**src/rtl/counter_pkg.sv**
```systemverilog
// counter_pkg: shared loader state encoding and default bounds for the bounded up-counter family.
package counter_pkg;
    localparam int CNT_DATA_WIDTH    = 32;
    localparam int CNT_DEFAULT_LOWER = 0;
    localparam int CNT_DEFAULT_UPPER = 255;
    typedef enum logic {IDLE = 1'b0, PENDING = 1'b1} loader_state_t;
endpackage

```
**src/rtl/counter_bound_loader.sv**
```systemverilog
// counter_bound_loader: shadows bound pairs from a valid/ready port and commits them at the counter's wrap point.
// Define COUNTER_BOUND_CHECK_EN to reject pairs with lower > upper and raise the sticky cfg_err flag.
module counter_bound_loader
    import counter_pkg::*;
#(
    parameter int                    DATA_WIDTH          = CNT_DATA_WIDTH,
    parameter logic [DATA_WIDTH-1:0] DEFAULT_LOWER_BOUND = DATA_WIDTH'(CNT_DEFAULT_LOWER),
    parameter logic [DATA_WIDTH-1:0] DEFAULT_UPPER_BOUND = DATA_WIDTH'(CNT_DEFAULT_UPPER)
) (
    input  logic                  clk,
    input  logic                  rst_n,
    input  logic                  cfg_valid,
    output logic                  cfg_ready,
    input  logic [DATA_WIDTH-1:0] cfg_lower,
    input  logic [DATA_WIDTH-1:0] cfg_upper,
    input  logic [DATA_WIDTH-1:0] cnt_value,
    input  logic                  clear_err,
    output logic [DATA_WIDTH-1:0] lower_bound,
    output logic [DATA_WIDTH-1:0] upper_bound,
    output logic                  pending,
    output logic                  commit_pulse,
    output logic                  cfg_err
);
    loader_state_t         r_state, w_next;
    logic [DATA_WIDTH-1:0] r_sh_lower, r_sh_upper, r_lower, r_upper;
    logic                  r_commit_pulse, r_err;
    logic                  w_fire, w_bad, w_commit, w_accept;
    assign w_fire   = cfg_valid && (r_state == IDLE);
`ifdef COUNTER_BOUND_CHECK_EN
    assign w_bad    = cfg_lower > cfg_upper;
`else
    logic w_unused;
    assign w_unused = clear_err;
    assign w_bad    = 1'b0;
`endif
    assign w_accept = w_fire && !w_bad;
    // wrap point: counter is at its top or has been pushed outside the active range
    assign w_commit = (r_state == PENDING) &&
                      (cnt_value == r_upper || cnt_value < r_lower || cnt_value > r_upper);
    always_comb begin
        w_next = r_state;
        if (w_accept) w_next = PENDING;
        else if (w_commit) w_next = IDLE;
    end
    always_ff @(posedge clk or negedge rst_n) begin
        if (!rst_n) begin
            r_state        <= IDLE;
            r_sh_lower     <= '0;
            r_sh_upper     <= '0;
            r_lower        <= DEFAULT_LOWER_BOUND;
            r_upper        <= DEFAULT_UPPER_BOUND;
            r_commit_pulse <= 1'b0;
            r_err          <= 1'b0;
        end else begin
            r_state        <= w_next;
            r_commit_pulse <= w_commit;
            if (w_accept) begin
                r_sh_lower <= cfg_lower;
                r_sh_upper <= cfg_upper;
            end
            if (w_commit) begin
                r_lower <= r_sh_lower;
                r_upper <= r_sh_upper;
            end
`ifdef COUNTER_BOUND_CHECK_EN
            // set wins over a simultaneous clear
            r_err <= (w_fire && w_bad) || (r_err && !clear_err);
`else
            r_err <= 1'b0;
`endif
        end
    end
    assign cfg_ready    = (r_state == IDLE);
    assign pending      = (r_state == PENDING);
    assign lower_bound  = r_lower;
    assign upper_bound  = r_upper;
    assign commit_pulse = r_commit_pulse;
    assign cfg_err      = r_err;
endmodule

```
**config.mk**
```make
export PLATFORM = sky130hd
export DESIGN_NAME = counter_bound_loader
export DESIGN_NICKNAME = d
export VERILOG_FILES = /design/src/rtl/counter_pkg.sv /design/src/rtl/counter_bound_loader.sv
export SDC_FILE = /design/constraint.sdc
export NUM_CORES = 1
export LEC_CHECK = 0
export BUFFER_PORTS_ARGS = -buffer_cell sky130_fd_sc_hd__buf_2
export CAP_MARGIN = 20
export CORE_MARGIN = 2
export CORE_UTILIZATION = 58
export DETAILED_ROUTE_END_ITERATION = 16
export PLACE_DENSITY = 0.86
export SYNTH_ARGS = -nofsm -noshare
export SYNTH_HDL_FRONTEND = slang
export SYNTH_SLANG_ARGS = --single-unit
```
**constraint.sdc**
```tcl
create_clock -name clk -period 4.9 [get_ports clk]
set_clock_uncertainty 0.05 [all_clocks]
set_input_delay 0.49 -clock clk [delete_from_list [all_inputs] [get_ports clk]]
set_output_delay 0.49 -clock clk [all_outputs]
set_load 0.02 [all_outputs]
```
==> results of run 1 <==
[kinds of logic after synthesis]
kind of cell               after synthesis  share of synthesized area, %
AOI/OAI and AO/OA                       50                          4.77
and+or+nand+nor                         46                          3.64
muxes                                  128                          24.2
buffers and inverters                   80                          5.27
other                                    1                        0.0574
adders and majority gates               63                          12.1
DFF                                    130                          50.0
[repair_timing]
action                     4_1_cts  5_1_grt
hold endpoints to repair        27        0
setup endpoints to repair        0        0
hold buffers                     1        0
[through the flow]
step           setup WS (ps)  total power, mW  std cells
6_report                1470             6.21        826
4_1_cts                 1470             6.26        826
2_1_floorplan           2140             4.18        498
3_3_place_gp            1460             4.76        793
3_5_place_dp            1420             4.96        793
5_1_grt                 1260             6.62        826
[synth_stat cells]
master / instances / area share [%]
buf_4: 1 / 0.11
nand2_1: 15 / 0.86
a311oi_1: 1 / 0.13
a21oi_1: 24 / 1.8
or3_1: 1 / 0.096
mux2_2: 90 / 16
a31oi_1: 1 / 0.096
o21a_1: 1 / 0.11
ha_1: 63 / 12
mux2_4: 38 / 8.7
o21ai_0: 7 / 0.54
o311ai_1: 1 / 0.13
inv_1: 65 / 3.7
a21o_1: 3 / 0.34
a211o_1: 2 / 0.27
a21boi_0: 1 / 0.11
buf_2: 2 / 0.15
conb_1: 1 / 0.057
dfrtp_1: 122 / 47
nor2_1: 8 / 0.46
nand2b_1: 1 / 0.096
buf_6: 5 / 0.86
o2bb2ai_1: 1 / 0.13
a211oi_1: 4 / 0.46
a211oi_2: 1 / 0.19
nand3_1: 6 / 0.46
and4_1: 2 / 0.27
dfstp_2: 8 / 3.2
nand4_1: 8 / 0.77
nand3b_1: 1 / 0.11
a221oi_1: 1 / 0.13
clkbuf_1: 7 / 0.40
nor4b_2: 1 / 0.23
o221ai_1: 2 / 0.27
nor2b_1: 2 / 0.19
nor4_1: 1 / 0.096
[flip-flops by register name (all words and copies together) (netlist names)]
signal and count:
upper_bound 32, r_sh_lower 32, r_sh_upper 32, pending 1, commit_pulse 1, lower_bound 32
[layout make-up]
| type | count | area (µm²) | share of cell area (%) |
|---|---|---|---|
| clock inverter | 14 | 164 | 2.03 |
| multi-input combinational | 288 | 2940 | 36.3 |
| sequential | 130 | 3260 | 40.3 |
| tap | 140 | 175 | 2.16 |
| inverter | 65 | 244 | 3.02 |
| clock buffer | 18 | 429 | 5.30 |
| timing repair buffer | 171 | 876 | 10.8 |
[report_power, final]
group	switching [mW]	internal, mW
Sequential	0.384	1.68
Clock	0.476	0.797
Combinational	1.41	1.46
[path summary, 6_finish.rpt]
check	to	slack [ps]	depth (start not counted)
worst min register to register	r_sh_upper[17]	450	1
worst max register to register	upper_bound[11]	1470	10
min in group asynchronous	lower_bound[25]	480	2
worst min-delay path	r_sh_lower[4]	250	2
worst max-delay path	upper_bound[11]	1470	10
max in group asynchronous	upper_bound[13]	3300	3
[routing by layer]
metal  global-route usage, %  routed length, µm  vias to the layer above
met2                    42.8               7120                      161
met3                    8.35               1040                       29
met4                    9.29                318                        0
met1                    30.1               5880                     2202
li1                        -                  -                     2095
met5                       0                  0                        -
==> out/metrics.cfg, run 1 <==
[critical_path]
critPathTopFamily = compound AO/OA/AOI/OAI gates
cp-startpoint = upper_bound[2]
path_class = reg -> reg
crit_path_max_incr_delay_ps = 640
cp.required_ps = 5150
path_buf_inv = 2
path_max_fanout = 46
endpoint_kind = register
critPathSlowestCell = buf_4
worstPathArrival_ps = 3680
r2r-start = upper_bound[2]
start_kind = register
path_cells = inv_1 > ha_1 > a211o_1 > a31oi_1 > o221ai_1 > a211oi_1 > nor4b_2 > a211oi_4 > buf_4 > mux2_2

[hold_path]
hold_path.class = in -> reg
hold_path_startpoint = cfg_lower[4]

[layout]
layout_common_cells = buf_2, dfrtp_1, mux2_2, inv_1, ha_1
fin_util_pct = 74.0
final_common_cell = buf_2
drive_gt1_share_pct = 49.6
synthToLayoutAreaGrowth_pct = 23.9
finalNetCount = 836
finalInstanceArea_um2 = 8090
fill_cells = 681
insertedDiodeCount = 0

[drt]
drt-vias-per-instance = 5.43
drt_wl_total_um = 14400
wire_per_inst_um = 17.4
drtIter0Drc = 112
ant_nets = 0
firstDrtPassIters = 5
vias = 4487
drc = 0

[global_routing]
overflow = 0
antenna_found_initial = 0
grt_pass1_vias = 4886
grtUsageTotal_pct = 25.3
grt_max_degree = 55
grt_pass1_wl_um = 23100

[timing]
whs_ps = 252
timing.final.crit_share_pct = 70.1
slew_headroom_pct = 47.6
fmax_mhz = 291
rsz0062_at_grt = false
finalSetupTns_ps = 0
tightest_slew_ps = 784
finalMaxSlewViolations = 0
hold_viol = 0
setup_viol_count_final = 0
min_period_ps = 3430

[pwr]
vdd_drop_max_mv = 0.500
powerDensity_nw_per_um2 = 768
p_leak_nw = 4.16

[clocking]
cts_resized = 0
cts_max_level = 4
root_buffer = clkbuf_16
cts_buffers = 17
clock_latency_ps = 420
cts_tree = done
post_cts_buffers = 0
path_clk_slew_ps = 60
cts_buffer_depth = 2
numClockSinks = 130

[placed_design]
hpwl_um = 10700
port_buffers = 165
placed_area_um2 = 7490
gp_congestion = 0.824

[synthesis]
ys_warn_count = 0
ys_types = 36
synth_area_um2 = 6530
yosysSeqAreaShare_pct = 50.0
syn-mean-instance-area_um2 = 13.1
netlist_instances = 498
ys_seq_elements = 130
synth_fp_nets = 661

[floorplan]
rows = 38
die_h_um = 110
die_x_um = 110
ios = 168
fp.dieArea_um2 = 12100
start_util_pct = 59.7
design.core.area_um2 = 10900

[outcome]
outcome = finished clean

[job]
drv_cap = 0

No activity file was read; power rests on OpenSTA's default activity.
==> run 2, diff against run 1 <==
--- a/config.mk
+++ b/config.mk
@@ -5,12 +5,13 @@
 export SDC_FILE = /design/constraint.sdc
 export NUM_CORES = 1
 export LEC_CHECK = 0
+export ABC_AREA = 1
 export BUFFER_PORTS_ARGS = -buffer_cell sky130_fd_sc_hd__buf_2
 export CAP_MARGIN = 20
 export CORE_MARGIN = 2
-export CORE_UTILIZATION = 58
+export CORE_UTILIZATION = 54
 export DETAILED_ROUTE_END_ITERATION = 16
-export PLACE_DENSITY = 0.86
+export PLACE_DENSITY = 0.81
 export SYNTH_ARGS = -nofsm -noshare
 export SYNTH_HDL_FRONTEND = slang
 export SYNTH_SLANG_ARGS = --single-unit
==> constraint.sdc (replaced) <==
create_clock -name clk -period 3.5 [get_ports clk]
set_clock_uncertainty 0.05 [all_clocks]
set_input_delay 0.35 -clock clk [delete_from_list [all_inputs] [get_ports clk]]
set_output_delay 0.35 -clock clk [all_outputs]
set_load 0.02 [all_outputs]
==> run 2 against run 1 <==
Synthesized cell count up 38%; combinational power up 22%; worst setup slack worse by 450 ps; power up 29%; via count up 17%; global-route usage down 1.4 points; largest power group unchanged; die area up 8.8%; final area up 0.19%; the run now ends with hold timing left; routed wire length up 4.0%; first-iteration DRC count rose to 2.5 times the previous value; register-to-register slack worse by 450 ps; sequential power up 35%.
==> out/metrics.cfg, run 2 <==
[timing]
whs_ps = -56.7
hold_viol = 21
rsz0062_at_grt = false
fin_ws_ps = 1020
fmax_mhz = 404
finalSetupTns_ps = 0
min_period_ps = 2480
timing.final.crit_share_pct = 70.8
slew_headroom_pct = 37.7
tightest_slew_ps = 934
finalMaxSlewViolations = 0
setup_viol_count_final = 0

[critical_path]
path_cells = inv_1 > ha_1 > a21oi_1 > nor2_1 > nor2_1 > nand3_1 > nand2_1 > nand2_1 > a21oi_2 > nand2_2 > nand2_2 > buf_4 > nand2_1 > nand2_1
path_common_cell = nand2_1
crit_path_max_incr_delay_ps = 540
path_max_fanout = 33
critPathSlowestCell = dfstp_2
endpoint_kind = register
path_class = reg -> reg
worstPathArrival_ps = 2790
cp.required_ps = 3810
start_kind = register

[clocking]
hold_buffers = 0
post_cts_buffers = 0
cts_tree = done
clock_latency_ps = 420
path_clk_slew_ps = 60
root_buffer = clkbuf_16
cts_buffer_depth = 2
numClockSinks = 130
cts_resized = 0
cts_max_level = 4
cts_buffers = 17

[layout]
layout_common_cells = nand2_1, buf_2, dfrtp_1, inv_1, nand3_1
finalNetCount = 1012
fill_cells = 933
synthToLayoutAreaGrowth_pct = 22.1
final_common_cell = nand2_1
fin_util_pct = 67.5
insertedDiodeCount = 0
drive_gt1_share_pct = 32.8

[global_routing]
grt_use_met3_pct = 7.75
grt_util_met2_pct = 40.5
antenna_found_initial = 0
grt_pass1_wl_um = 24300
grt_pass1_vias = 5288
grt_busiest_layer = met2
overflow = 0
grtUsageTotal_pct = 23.8
grt_max_degree = 103
grt_util_met1_pct = 28.2

[placed_design]
port_buffers = 165
hpwl_um = 10300
pre_cts_slack_ps = 1080
gp_congestion = 0.795

[pwr]
p_leak_nw = 4.40
vdd_drop_max_mv = 0.676
powerDensity_nw_per_um2 = 985

[outcome]
outcome = finished with violations
violations = hold timing

[synthesis]
async_reset_ff_share_pct = 100
synth_top_cell_by_area = dfrtp_1
syn-mean-instance-area_um2 = 9.68
synthMostInstantiatedCell = nand2_1
yosysSeqAreaShare_pct = 49.2
synth_area_um2 = 6640
synth_area_leaders = dfrtp_1, ha_1, mux2_2, nand2_1, nand3_1
ys_warn_count = 0
synth_top_area_share_pct = 46.0
synth_common_cells = nand2_1, dfrtp_1, inv_1, nand3_1, mux2_2
synth_fp_nets = 849
ys.flop_type = dfrtp_1
synth_edf_count = 0
ys_types = 26
netlist_instances = 686
ys_seq_elements = 130

[drt]
firstDrtPassIters = 4
ant_nets = 0
vias = 5242
wire_per_inst_um = 14.8
drt_wl_total_um = 14900
drt-vias-per-instance = 5.20
drtIter0Drc = 283
drc = 0

[floorplan]
die_h_um = 115
rows = 40
design.core.area_um2 = 12000
ios = 168
fp.dieArea_um2 = 13200
start_util_pct = 55.3
die_x_um = 115

[job]
drv_cap = 0

[hold_path]
hold_path.class = in -> async

-- run 2: cell types whose count changed in the layout (fill, tap and decap cells not counted), sizes merged, moves of 4 or more --
cell | before | now
a211oi | 5 | 0
a21oi | 24 | 31
clkbuf | 18 | 27
inv | 66 | 77
mux2 | 128 | 64
nand2 | 15 | 188
nand3 | 6 | 67
nand4 | 8 | 3
nor2 | 8 | 15
o21ai | 7 | 11
-- run 2: area by class of cell --
| class | instances | area, µm² | area share (%) |
|---|---|---|---|
| multi-input combinational | 450 | 2900 | 35.8 |
| tap | 147 | 184 | 2.27 |
| timing repair buffer | 173 | 892 | 11.0 |
| sequential | 130 | 3260 | 40.3 |
| clock inverter | 5 | 50.0 | 0.617 |
| inverter | 77 | 289 | 3.57 |
| clock buffer | 27 | 523 | 6.45 |
-- run 2: cell families after synthesis --
logic type / share of synthesized area (%)
and+or+nand+nor: 17.5
DFF: 49.2
buffers and inverters: 7.22
muxes: 10.9
adders and majority gates: 11.9
AOI/OAI and AO/OA: 3.34
other: 0.0565
-- run 2: worst max-delay path: cells and delay by family (launching register included) --
family	cells	cell delay (ps)
AND/OR/NAND/NOR	9	830
flip-flops	1	540
buffers and inverters	2	390
AO/OA/AOI/OAI	2	300
adder cells (fa/ha/maj)	1	300
-- run 2: power breakdown --
group | switching (mW) | leakage [nW] | internal, mW
logic | 2.15 | 2.56 | 1.35
registers | 0.482 | 1.55 | 2.30
clock network | 0.622 | 0.287 | 1.09
-- run 2: routing by layer --
layer,up-vias,wire length (µm)
li1,2572,-
met1,2509,6320
met2,134,7420
met3,27,896
met4,0,304
met5,-,0
-- run 2: through the flow --
stage | std cells | cell area [µm²] | power (mW)
after floorplan | 686 | 6640 | 5.31
after global placement | 977 | 7530 | 6.11
after detailed placement | 977 | 7530 | 6.28
after CTS | 1009 | 8110 | 8.04
after global routing | 1009 | 8110 | 8.61
final | 1009 | 8110 | 7.99
-- run 2: final timing paths --
path	slack (ps)	cells past startpoint	end	start
worst max-delay path	1020	14	upper_bound[18]	upper_bound[5]
worst min register to register	420	2	upper_bound[1]	upper_bound[1]
worst min-delay path	-60	1	lower_bound[14]	rst_n
worst max register to register	1020	14	upper_bound[18]	upper_bound[5]
max in group asynchronous	2630	2	upper_bound[24]	rst_n
min in group clk	110	2	r_sh_lower[20]	cfg_lower[20]
==> run 3, diff against run 2 <==
==> constraint.sdc (replaced) <==
create_clock -name clk -period 2.45 [get_ports clk]
set_clock_uncertainty 0.05 [all_clocks]
set_input_delay 0.245 -clock clk [delete_from_list [all_inputs] [get_ports clk]]
set_output_delay 0.245 -clock clk [all_outputs]
set_load 0.02 [all_outputs]
==> run 3 against run 2 <==
The run now ends clean; critical path type unchanged; core utilization up 4.4 points; fmax up 8.4%; count of clock-buffer cells in the layout down 5; cell count is 4.0% higher.
==> out/metrics.cfg, run 3 (synthesis gave the netlist of run 2 again) <==
[drt]
drt-vias-per-instance = 5.21
vias = 5469
firstDrtPassIters = 4
ant_nets = 0
drc = 0
drtIter0Drc = 276
wire_per_inst_um = 15.0
drt_wl_total_um = 15800

[floorplan]
start_util_pct = 55.3
die_h_um = 115
die_x_um = 115
design.core.area_um2 = 12000
fp.dieArea_um2 = 13200
rows = 40
ios = 168

[timing]
finalMaxSlewViolations = 0
hold_viol = 0
fmax_mhz = 437
min_period_ps = 2290
tightest_slew_ps = 700
setup_viol_count_final = 0
slew_headroom_pct = 53.4
timing.final.crit_share_pct = 93.3
rsz0062_at_grt = true

[critical_path]
endpoint_kind = register
path_cells = inv_1 > ha_1 > nand2_1 > nor2_1 > nand4_1 > nand3_1 > nand2_1 > nand2_1 > a21oi_2 > nand2_2 > nand2_4 > clkbuf_16 > nand2_1 > nand2_1
worstPathArrival_ps = 2550
start_kind = register
r2r_slack_ps = 160
crit_path_max_incr_delay_ps = 530
r2r-start = upper_bound[7]
critPathSlowestCell = dfstp_2
path_buf_inv = 2
critPathTopFamily = simple AND/OR/NAND/NOR gates
worst_r2r_path_depth = 14
cp.required_ps = 2710
path_common_cell = nand2_1
reg2reg_to = upper_bound[14]
path_max_fanout = 19
path_class = reg -> reg
cp_num_cells = 14

[clocking]
clock_latency_ps = 420
cts_tree = done
cts_buffers = 17
cts_max_level = 4
root_buffer = clkbuf_16
cts_buffer_depth = 2
numClockSinks = 130
path_clk_slew_ps = 60

[layout]
multiInputGateArea_um2 = 2910
fill_cells = 900
final_common_cell = nand2_1
synthToLayoutAreaGrowth_pct = 30.0
fin_util_pct = 71.9
drive_gt1_share_pct = 32.0
finalNetCount = 1052
ff_latch_area_um2 = 3260
layout_common_cells = nand2_1, buf_2, dfrtp_1, inv_1, nand3_1
insertedDiodeCount = 0

[hold_path]
whs_path_depth = 2
hold_path_startpoint = cfg_upper[14]
hold_path.class = in -> reg
hold_end = r_sh_upper[14]

[global_routing]
overflow = 0
antenna_found_initial = 0
grt_max_degree = 76
grtUsageTotal_pct = 25.0
grt_pass1_vias = 5471
grt_pass1_wl_um = 25400

[pwr]
powerDensity_nw_per_um2 = 1380
power_mw = 11.9
p_leak_nw = 4.62
vdd_drop_max_mv = 0.828

[outcome]
outcome = finished clean

[placed_design]
hpwl_um = 10300
port_buffers = 165
gp_congestion = 0.842

[job]
drv_cap = 0

run 3: layer usage:
| metal | vias up | track usage (%) | routed length, µm |
|---|---|---|---|
| met5 | - | 0 | 0 |
| met4 | 0 | 11.2 | 418 |
| met3 | 32 | 6.54 | 915 |
| met2 | 167 | 42.5 | 7910 |
| met1 | 2615 | 29.9 | 6520 |
| li1 | 2655 | - | - |
run 3: area by class of cell:
| cell class | instances | share of cell area, % |
|---|---|---|
| inverters | 77 | 3.35 |
| clock buffers | 22 | 5.61 |
| well taps | 147 | 2.13 |
| multi-input cells | 450 | 33.7 |
| clock inverters | 10 | 1.51 |
| flip-flops and latches | 130 | 37.8 |
| repair buffers | 213 | 15.8 |
run 3: repair_timing:
action | 4_1_cts | 5_1_grt
endpoints found under the setup margin | 0 | 40
hold endpoints to repair | 102 | 0
gates resized for setup | 0 | 2
hold buffers | 38 | 0
setup buffers | 0 | 0
run 3: worst register-to-register path: stages, from the launching register on:
cell and delay, ps:
dfstp_2 530, inv_1 40, ha_1 280, nand2_1 80, nor2_1 150, nand4_1 100
nand3_1 120, nand2_1 60, nand2_1 120, a21oi_2 70, nand2_2 120, nand2_4 100
clkbuf_16 220, nand2_1 70, nand2_1 50
run 3: worst max-delay path by stage:
stage / start / to
floorplan: upper_bound[7] / lower_bound[0]
global placement: upper_bound[5] / lower_bound[6]
detailed placement: upper_bound[5] / upper_bound[19]
CTS: upper_bound[5] / upper_bound[19]
global route: upper_bound[5] / lower_bound[31]
finish: upper_bound[7] / upper_bound[14]
run 3: stage by stage:
stage	hold slack (ps)	setup slack, ps	instances	TNS (ps)	instance area [µm²]
final	14.4	164	1049	0	8630
after CTS	0.276	128	1048	0	8600
after global routing	4.07	-10.8	1049	-22.7	8630
after global placement	256	191	978	0	7600
after detailed placement	262	131	978	0	7600
after floorplan	-101	350	686	0	6640
run 3: power by group:
group	internal, mW	leakage [nW]	switching, mW	total, mW
clock	1.70	0.302	0.909	2.61
sequential	3.29	1.55	0.697	3.98
combinational	2.12	2.77	3.17	5.29
total	7.10	4.62	4.78	11.9
